==> config.mk <==
export PLATFORM = sky130hd
export DESIGN_NAME = fetch_queue_flat
export DESIGN_NICKNAME = d
export VERILOG_FILES = /design/src/rtl/fetch_queue_if.sv /design/src/rtl/fetch_queue.sv /design/src/flat_wrapper.sv
export SDC_FILE = /design/constraint.sdc
export NUM_CORES = 1
export LEC_CHECK = 0
export CAP_MARGIN = 15
export CORE_MARGIN = 2
export CORE_UTILIZATION = 55
export DETAILED_ROUTE_END_ITERATION = 8
export PLACE_DENSITY = 0.8
export SYNTH_ARGS = -nofsm -noshare
export SYNTH_HDL_FRONTEND = slang
export SYNTH_SLANG_ARGS = --single-unit
==> constraint.sdc <==
create_clock -name clk -period 4.2 [get_ports clk]
set_input_delay 0.63 -clock clk [delete_from_list [all_inputs] [get_ports clk]]
set_output_delay 0.63 -clock clk [all_outputs]
set_load 0.05 [all_outputs]
==> src/rtl/fetch_queue_if.sv <==
// Fetch-queue bus bundle: instruction-memory read port, redirect input and the
// valid/ready instruction stream toward the decode/execute sequencer.
interface fetch_queue_if #(
   parameter int DEPTH = 4
);
   logic                      imem_rd_en;
   logic [7:0]                imem_addr;
   logic [7:0]                imem_data;
   logic                      redirect;
   logic [7:0]                redirect_pc;
   logic                      inst_valid;
   logic [7:0]                inst_data;
   logic [7:0]                inst_pc;
   logic                      inst_ready;
   logic [$clog2(DEPTH):0]    count;
   logic                      halted;

   modport master (
      output imem_rd_en, imem_addr, inst_valid, inst_data, inst_pc, count, halted,
      input  imem_data, redirect, redirect_pc, inst_ready
   );

   modport slave (
      input  imem_rd_en, imem_addr, inst_valid, inst_data, inst_pc, count, halted,
      output imem_data, redirect, redirect_pc, inst_ready
   );
endinterface

==> src/rtl/fetch_queue.sv <==
// Instruction prefetch queue: sequential byte fetch, PC-tagged FIFO, redirect flush.
// Optional halt-word detection is enabled by defining FETCH_HALT_DETECT_EN.
//
// state | meaning
// RUN   | issuing sequential fetches while the queue has room
// HALT  | halt word (8'h00) captured; no issues until redirect or reset
module fetch_queue #(
   parameter int         DEPTH    = 4,
   parameter logic [7:0] RESET_PC = 8'h00
) (
   input  logic           clk,
   input  logic           reset,
   fetch_queue_if.master  bus
);
   localparam int AW = $clog2(DEPTH);
   localparam int CW = AW + 1;

`ifdef FETCH_HALT_DETECT_EN
   localparam bit HALT_EN = 1'b1;
`else
   localparam bit HALT_EN = 1'b0;
`endif

   typedef enum logic {RUN, HALT} state_t;

   state_t          state_q;
   logic [7:0]      fetch_pc_q;
   logic [7:0]      issued_pc_q;
   logic            inflight_q;
   logic            halted_q;
   logic [CW-1:0]   count_q;
   logic [AW-1:0]   rd_ptr_q;
   logic [AW-1:0]   wr_ptr_q;
   logic [7:0]      mem_data [DEPTH];
   logic [7:0]      mem_pc   [DEPTH];

   logic            issue;
   logic            push;
   logic            pop;
   logic            halt_hit;
   logic            not_empty;

   // Occupancy counts the in-flight slot and ignores a same-cycle pop, so a
   // response always finds room without needing backpressure on memory.
   always_comb begin
      not_empty = (count_q != '0);
      issue     = !reset && (state_q == RUN) && !bus.redirect
                  && ((int'(count_q) + int'(inflight_q)) < DEPTH);
      push      = inflight_q && !bus.redirect && (state_q == RUN);
      pop       = not_empty && bus.inst_ready;
      halt_hit  = HALT_EN && push && (bus.imem_data == 8'h00);
   end

   always_ff @(posedge clk) begin
      if (reset) begin
         state_q     <= RUN;
         fetch_pc_q  <= RESET_PC;
         issued_pc_q <= 8'h00;
         inflight_q  <= 1'b0;
         halted_q    <= 1'b0;
         count_q     <= '0;
         rd_ptr_q    <= '0;
         wr_ptr_q    <= '0;
      end else if (bus.redirect) begin
         state_q     <= RUN;
         fetch_pc_q  <= bus.redirect_pc;
         inflight_q  <= 1'b0;
         halted_q    <= 1'b0;
         count_q     <= '0;
         rd_ptr_q    <= '0;
         wr_ptr_q    <= '0;
      end else begin
         inflight_q <= issue;
         if (issue) begin
            fetch_pc_q  <= fetch_pc_q + 8'd1;
            issued_pc_q <= fetch_pc_q;
         end
         if (push) wr_ptr_q <= wr_ptr_q + 1'b1;
         if (pop)  rd_ptr_q <= rd_ptr_q + 1'b1;
         count_q <= count_q + CW'(push) - CW'(pop);
         if (halt_hit) begin
            state_q  <= HALT;
            halted_q <= 1'b1;
         end
      end
   end

   // Storage needs no reset: the head outputs are gated by occupancy.
   always_ff @(posedge clk) begin
      if (push && !reset) begin
         mem_data[wr_ptr_q] <= bus.imem_data;
         mem_pc[wr_ptr_q]   <= issued_pc_q;
      end
   end

   assign bus.imem_rd_en = issue;
   assign bus.imem_addr  = fetch_pc_q;
   assign bus.inst_valid = not_empty;
   assign bus.inst_data  = not_empty ? mem_data[rd_ptr_q] : 8'h00;
   assign bus.inst_pc    = not_empty ? mem_pc[rd_ptr_q]   : 8'h00;
   assign bus.count      = count_q;
   assign bus.halted     = halted_q;
endmodule

==> src/flat_wrapper.sv <==
// flat-port wrapper written by rule: the top's interface ports become plain ports
module fetch_queue_flat 
#(
   parameter int         DEPTH    = 4,
   parameter logic [7:0] RESET_PC = 8'h00
)
  (clk, reset, bus_imem_rd_en, bus_imem_addr, bus_inst_valid, bus_inst_data, bus_inst_pc, bus_count, bus_halted, bus_imem_data, bus_redirect, bus_redirect_pc, bus_inst_ready);
  fetch_queue_if #(.DEPTH(DEPTH)) bus_i ();
  input  logic clk;
  input  logic reset;
  output wire logic [$bits(bus_i.imem_rd_en)-1:0] bus_imem_rd_en;
  output wire logic [$bits(bus_i.imem_addr)-1:0] bus_imem_addr;
  output wire logic [$bits(bus_i.inst_valid)-1:0] bus_inst_valid;
  output wire logic [$bits(bus_i.inst_data)-1:0] bus_inst_data;
  output wire logic [$bits(bus_i.inst_pc)-1:0] bus_inst_pc;
  output wire logic [$bits(bus_i.count)-1:0] bus_count;
  output wire logic [$bits(bus_i.halted)-1:0] bus_halted;
  input wire logic [$bits(bus_i.imem_data)-1:0] bus_imem_data;
  input wire logic [$bits(bus_i.redirect)-1:0] bus_redirect;
  input wire logic [$bits(bus_i.redirect_pc)-1:0] bus_redirect_pc;
  input wire logic [$bits(bus_i.inst_ready)-1:0] bus_inst_ready;
  assign bus_imem_rd_en = bus_i.imem_rd_en;
  assign bus_imem_addr = bus_i.imem_addr;
  assign bus_inst_valid = bus_i.inst_valid;
  assign bus_inst_data = bus_i.inst_data;
  assign bus_inst_pc = bus_i.inst_pc;
  assign bus_count = bus_i.count;
  assign bus_halted = bus_i.halted;
  assign bus_i.imem_data = bus_imem_data;
  assign bus_i.redirect = bus_redirect;
  assign bus_i.redirect_pc = bus_redirect_pc;
  assign bus_i.inst_ready = bus_inst_ready;
  fetch_queue #(.DEPTH(DEPTH), .RESET_PC(RESET_PC)) u_core (.clk(clk), .reset(reset), .bus(bus_i));
endmodule
==> Word-level counts from Yosys, hierarchy flattened <==
Memories as Yosys holds them, arrays and structs flattened. A register that Yosys moved wholly into a read port is not among the register bits.
Cells that the tools add are included.
{ "word_totals": {"ff_bits": 24, "ramBits": 64, "input_bits": 20, "out_inout_bits": 30, "wordCells": 37, "n_memories": 2} }
{ "classes": {"addsub": 6, "order_cmp": 1, "mux": 10, "bitwise_logic": 1, "n_reduce_logical": 11} }
{ "memory_table": {"columns": ["name", "depth", "width", "read_ports", "rd_clocked_by_memory_dff", "write_ports", "line_no", "rtl"], "rows": [
  ["u_core.mem_data", 4, 8, 1, 1, 1, "fetch_queue.sv:34", "logic [7:0] mem_data [DEPTH];"],
  ["u_core.mem_pc", 4, 8, 1, 1, 1, "fetch_queue.sv:35", "logic [7:0] mem_pc [DEPTH];"]
]} }
{ "ops": {"columns": ["cell", "n"], "rows": [
  ["32-bit by 4-bit < comparator with 1-bit output, second input constant", 1],
  ["8-bit two-way mux", 4],
  ["8-bit by 1-bit adder with 8-bit output, second input constant", 1],
  ["2-bit two-way mux", 4],
  ["1-bit logical AND", 5],
  ["2-bit by 1-bit adder with 2-bit output, second input constant", 2],
  ["3-bit by 1-bit adder with 4-bit output", 1],
  ["3-bit by 1-bit adder with 3-bit output", 1],
  ["3-bit nonzero test", 1],
  ["3-bit by 1-bit subtractor with 3-bit output", 1],
  ["1-bit logical NOT", 2],
  ["1-bit two-way mux", 2],
  ["2-bit AND reduction", 1],
  ["2-bit nonzero test", 1],
  ["2-bit OR reduction", 1],
  ["1-bit inverter", 1]
]} }

==> Longest topological paths before layout <==
{ "logic_depth": {"ltp_word": 5, "depth_mapped": 9} }

==> Worst setup path after synthesis <==
No wires, ideal clock.
{ "synth_timing": {"kind": "register to output", "startpoint": "register u_core.count_q[1] (netlist: u_core.bus.count[1])", "endpoint": "output bus_inst_data[0]", "t_arrival_ns": 2.172, "required_ns": 3.570, "slack_ns": 1.398, "stages_incl_launch_ff": 5, "path_cell_list": "dfxtp_1 > or3_1 > clkbuf_1 > clkbuf_1 > and2_1"} }
{ "synth_between": {"elab_chain_len": 2} }
{ "synth_lines": {"columns": ["item", "line_no", "rtl"], "rows": [
  ["start: declaration", "fetch_queue.sv:31", "logic [CW-1:0] count_q;"],
  ["start signal: assignment", "fetch_queue.sv:80", "count_q <= count_q + CW'(push) - CW'(pop);"],
  ["3-bit nonzero test", "fetch_queue.sv:46", "not_empty = (count_q != '0);"],
  ["via bus_inst_valid", "flat_wrapper.sv:13", "output wire logic [$bits(bus_i.inst_valid)-1:0] bus_inst_valid;"],
  ["8-bit two-way mux", "fetch_queue.sv:99", "assign bus.inst_data = not_empty ? mem_data[rd_ptr_q] : 8'h00;"],
  ["end: declaration", "flat_wrapper.sv:14", "output wire logic [$bits(bus_i.inst_data)-1:0] bus_inst_data;"]
]} }
The timed path passes the listed nets, and every way through them passes these cells.

==> Final worst setup path <==
{ "layout_timing": {"startpoint": "input bus_redirect", "endpoint": "output bus_imem_rd_en"} }
{ "layout_between": {"elab_chain_len": 3} }
{ "layout_lines": {"columns": ["item", "line_no", "rtl"], "rows": [
  ["start: declaration", "flat_wrapper.sv:19", "input wire logic [$bits(bus_i.redirect)-1:0] bus_redirect;"],
  ["1-bit logical NOT", "fetch_queue.sv:47", "issue = !reset && (state_q == RUN) && !bus.redirect"],
  ["1-bit logical AND", "fetch_queue.sv:47", null],
  ["1-bit logical AND", "fetch_queue.sv:48", "&& ((int'(count_q) + int'(inflight_q)) < DEPTH);"],
  ["end: declaration", "flat_wrapper.sv:11", "output wire logic [$bits(bus_i.imem_rd_en)-1:0] bus_imem_rd_en;"]
]} }
No other way between the ends.

==> summary.md <==
| Metric | Value |
|---|---|
| Cell count after placement | `360` |
| Fin cells | `376` |
| Slew headroom | `0.4049` |
| Initial antenna violation count | `0` |
| Net Sw Frac | `0.2483` |
| Clock Latency Late Sink | `0.34 ns` |
| Main synth FF type | `edfxtp_1` |
| P&R area growth vs syn | `19.67%` |
| Final worst slack | `between 1 and 1.5 ns` |
| CTS Sinks | `90` |
| Async S/R FF share, synth | `0` |
| Routed len/inst | `16.78 µm` |
| H-tree depth | `3` |
| Yosys warnings | `0` |
| Crit-path max cell delay | `roughly 0.80 ns` |
| Number of port buffers | `48` |
| Site Rows | `29` |
| Overall Power | `roughly 1.8 mW` |
| Remaining Overflow, GRT | `0` |
| Most frequent cells in the layout | `64 x edfxtp_1, 48 x clkdlybuf4s50_1, 26 x dfxtp_1` |
| Pint | `1.325 mW` |
| CTS root buf | `clkbuf_8` |
| Die height | `85.63 µm` |
| Crit path buffers/inverters | `3` |
| Ant. Diodes | `0` |
| Mapped cell area | `around 3700 µm²` |
| Area of placed instances | `4190 µm²` |
| Register area | `2442 µm²` |
| Hold WS | `0.5105 ns` |
| Final antenna-violating net count | `0` |
| Top delay family on crit path | `buffers and inverters` |
| Share of the yosys chip area belonging to registers | `0.6664` |
| Data required, critical path | `~3.6 ns` |
| Crit-path max FO | `15` |
| Worst setup EP type | `output port` |
| GPL Wtd Cong | `~0.73` |
| Reg power frac | `0.559` |
| Finished layout cell area | `4385 µm²` |
| Crit path DAT | `2.53 ns` |
| PwrDens | `401.8 nW/µm²` |
| Critical Path Source Type | `input port` |
| Tcrit/Tclk final | `0.7527` |
| Max Clk Rate | `316.3 MHz` |
| Post-Place Worst Slack | `between 1 and 1.5 ns` |
| Most common cell after layout, fill and taps aside | `edfxtp_1` |
| Peak VDD IR | `0.2214 mV` |
| Finish-stage setup viols | `0` |
| Setup CP Type | `in2out` |
| Worst Skew | `between 0.009 and 0.01 ns` |
| P_sw | `0.4376 mW` |
| Core area | `6386 µm²` |
| Hpwl dp | `4.231 mm` |
| Nets | `around 320` |
| RSZ-0062 raised after global routing | `false` |
| Final hold vios | `0` |
| Initial DRT Pass Iterations | `4` |
| Largest net degree at the start of global routing | `22` |
| Max-Cap Viols | `0` |
| Setup Buffers After CTS | `0` |
| Die width | `85.63 µm` |
| Crit path cell chain | `clkdlybuf4s50_1 > buf_4 > or2_2 > nor2_1 > clkdlybuf4s50_1` |
| Min Tclk post-route | `3.161 ns` |
| Fill cell count | `438` |
| HP Class | `reg2reg` |
| Remaining DRCs | `0` |
| Setup TNS | `0 ns` |
| Final slew viol count | `0` |
| Synth cell types | `39` |
| Slew at the pin with the worst max-slew slack | `0.8927 ns` |
| Ports | `50` |
| First-pass GRT wire length | `10.35 mm` |
| Vias per cell | `5.585` |
| Leak Pwr | `about 1.4 nW` |
| Initial DRC count | `90` |
| Clock buffer depth | `2` |
| TritonCTS clock tree | `yes` |
| DR vias | `2100` |
| Register bit total from synthesis | `90` |
| Area of the multi-input gates | `roughly 1100 µm²` |
| Power share of the clock group | `0.318` |
| Gate power share | `0.123` |
| Vias in the first global route | `approximately 2100` |
| Total GRT Usage | `0.1866` |
| Core Util, Final | `0.6867` |
| Status | `complete, no violations` |
| Slowest cell on crit path | `clkdlybuf4s50_1` |
| Share of cells above drive strength 1 | `0.1204` |
| Clock Pin Slew Worst Setup and Hold Paths | `0.08 ns` |
| Synthesized area per cell | `approximately 15 µm²` |
| Number of synthesized flops with an enable pin | `64` |
| Hold_buf cts | `0` |
| TritonCTS Buffers | `9` |
| Critical Path Most Common Cell | `clkdlybuf4s50_1` |
| Drt total wl | `around 6.3 mm` |
| Cells after synthesis | `~250` |
| Die area | `7333 µm²` |
| Cts repair resizes | `0` |
| Initial Utilization | `0.5739` |
| Net Count, Synth | `277` |
[area by class of cell]
cell class / count / area share
Tap cell: 77 / 0.02197
Multi-Input combinational cell: 133 / 0.2534
Clock buffer: 10 / 0.02910
Timing Repair Buffer: 52 / 0.1164
Sequential cell: 90 / 0.5569
Clock inverter: 6 / 0.01541
Inverter: 8 / 0.006847
[sequential cells by signal, summed over array words and instances (netlist names), named ones only]
name / cells
u_core.bus.imem_addr: 8
u_core.rd_ptr_q: 2
u_core.wr_ptr_q: 2
u_core.mem_data: 32
u_core.inflight_q: 1
u_core.mem_pc: 32
u_core.bus.count: 3
u_core.issued_pc_q: 8
[worst min-delay path, stage by stage, from the launching register on]
cell	delay, ns
dfxtp_1	0.34
nand3_1	0.07
a21oi_1	0.05
[final timing paths]
| path | from | end | slack [ns] | depth (start not counted) |
|---|---|---|---|---|
| worst max-delay path | bus_redirect | bus_imem_rd_en | 1.04 | 5 |
| worst min register to register | u_core.bus.imem_addr[7]$_SDFFE_PP0P_ | u_core.issued_pc_q[7]$_SDFFE_PP0P_ | 0.51 | 2 |
| worst min-delay path | u_core.bus.imem_addr[7]$_SDFFE_PP0P_ | u_core.issued_pc_q[7]$_SDFFE_PP0P_ | 0.51 | 2 |
| worst max register to register | u_core.bus.count[0]$_SDFF_PP0_ | u_core.bus.count[2]$_SDFF_PP0_ | 1.69 | 8 |
[Yosys cell counts (2+ instances only)]
cell type | n | share of area
edfxtp_1 | 64 | 0.52
dfxtp_1 | 26 | 0.14
and2_1 | 21 | 0.036
mux4_2 | 16 | 0.098
nor2_1 | 14 | 0.014
clkbuf_1 | 11 | 0.011
nand3_1 | 11 | 0.015
a21oi_1 | 8 | 0.011
ha_1 | 8 | 0.027
inv_1 | 8 | 0.0082
o21ai_0 | 8 | 0.011
nand2_1 | 6 | 0.0061
a311oi_1 | 5 | 0.012
or3_1 | 5 | 0.0085
and3_1 | 4 | 0.0068
o21ai_1 | 4 | 0.0055
xnor2_1 | 3 | 0.0072
buf_2 | 2 | 0.0027
buf_4 | 2 | 0.0041
o22ai_1 | 2 | 0.0034
xor2_1 | 2 | 0.0048
[power groups by stage]
| stage | logic [mW] | registers [mW] | clock network (mW) |
|---|---|---|---|
| floorplan | 0.120 | 1.03 | 0 |
| global route | 0.232 | 0.989 | 0.609 |
| CTS | 0.220 | 0.985 | 0.573 |
| finish | 0.217 | 0.986 | 0.560 |
| detailed placement | 0.219 | 1.01 | 0 |
| global placement | 0.215 | 1.00 | 0 |
[cell families after synthesis]
kind of cell,Yosys count,share of synthesized area
buffers and inverters,25,0.03038
DFF,90,0.6664
adders and majority gates,9,0.03278
xor gates and xnor gates,5,0.01195
other,1,0.001023
and+or+nand+nor,67,0.09833
muxes,17,0.1011
AOI/OAI and AO/OA,34,0.05804
[metal layers]
| metal | part of all wire | track usage |
|---|---|---|
| met2 | 0.51 | 0.3175 |
| met4 | 0.013 | 0.07504 |
| met3 | 0.048 | 0.04042 |
| met5 | 0 | 0 |
| met1 | 0.43 | 0.2344 |
Note: power is estimated with default switching activity, not from simulation.
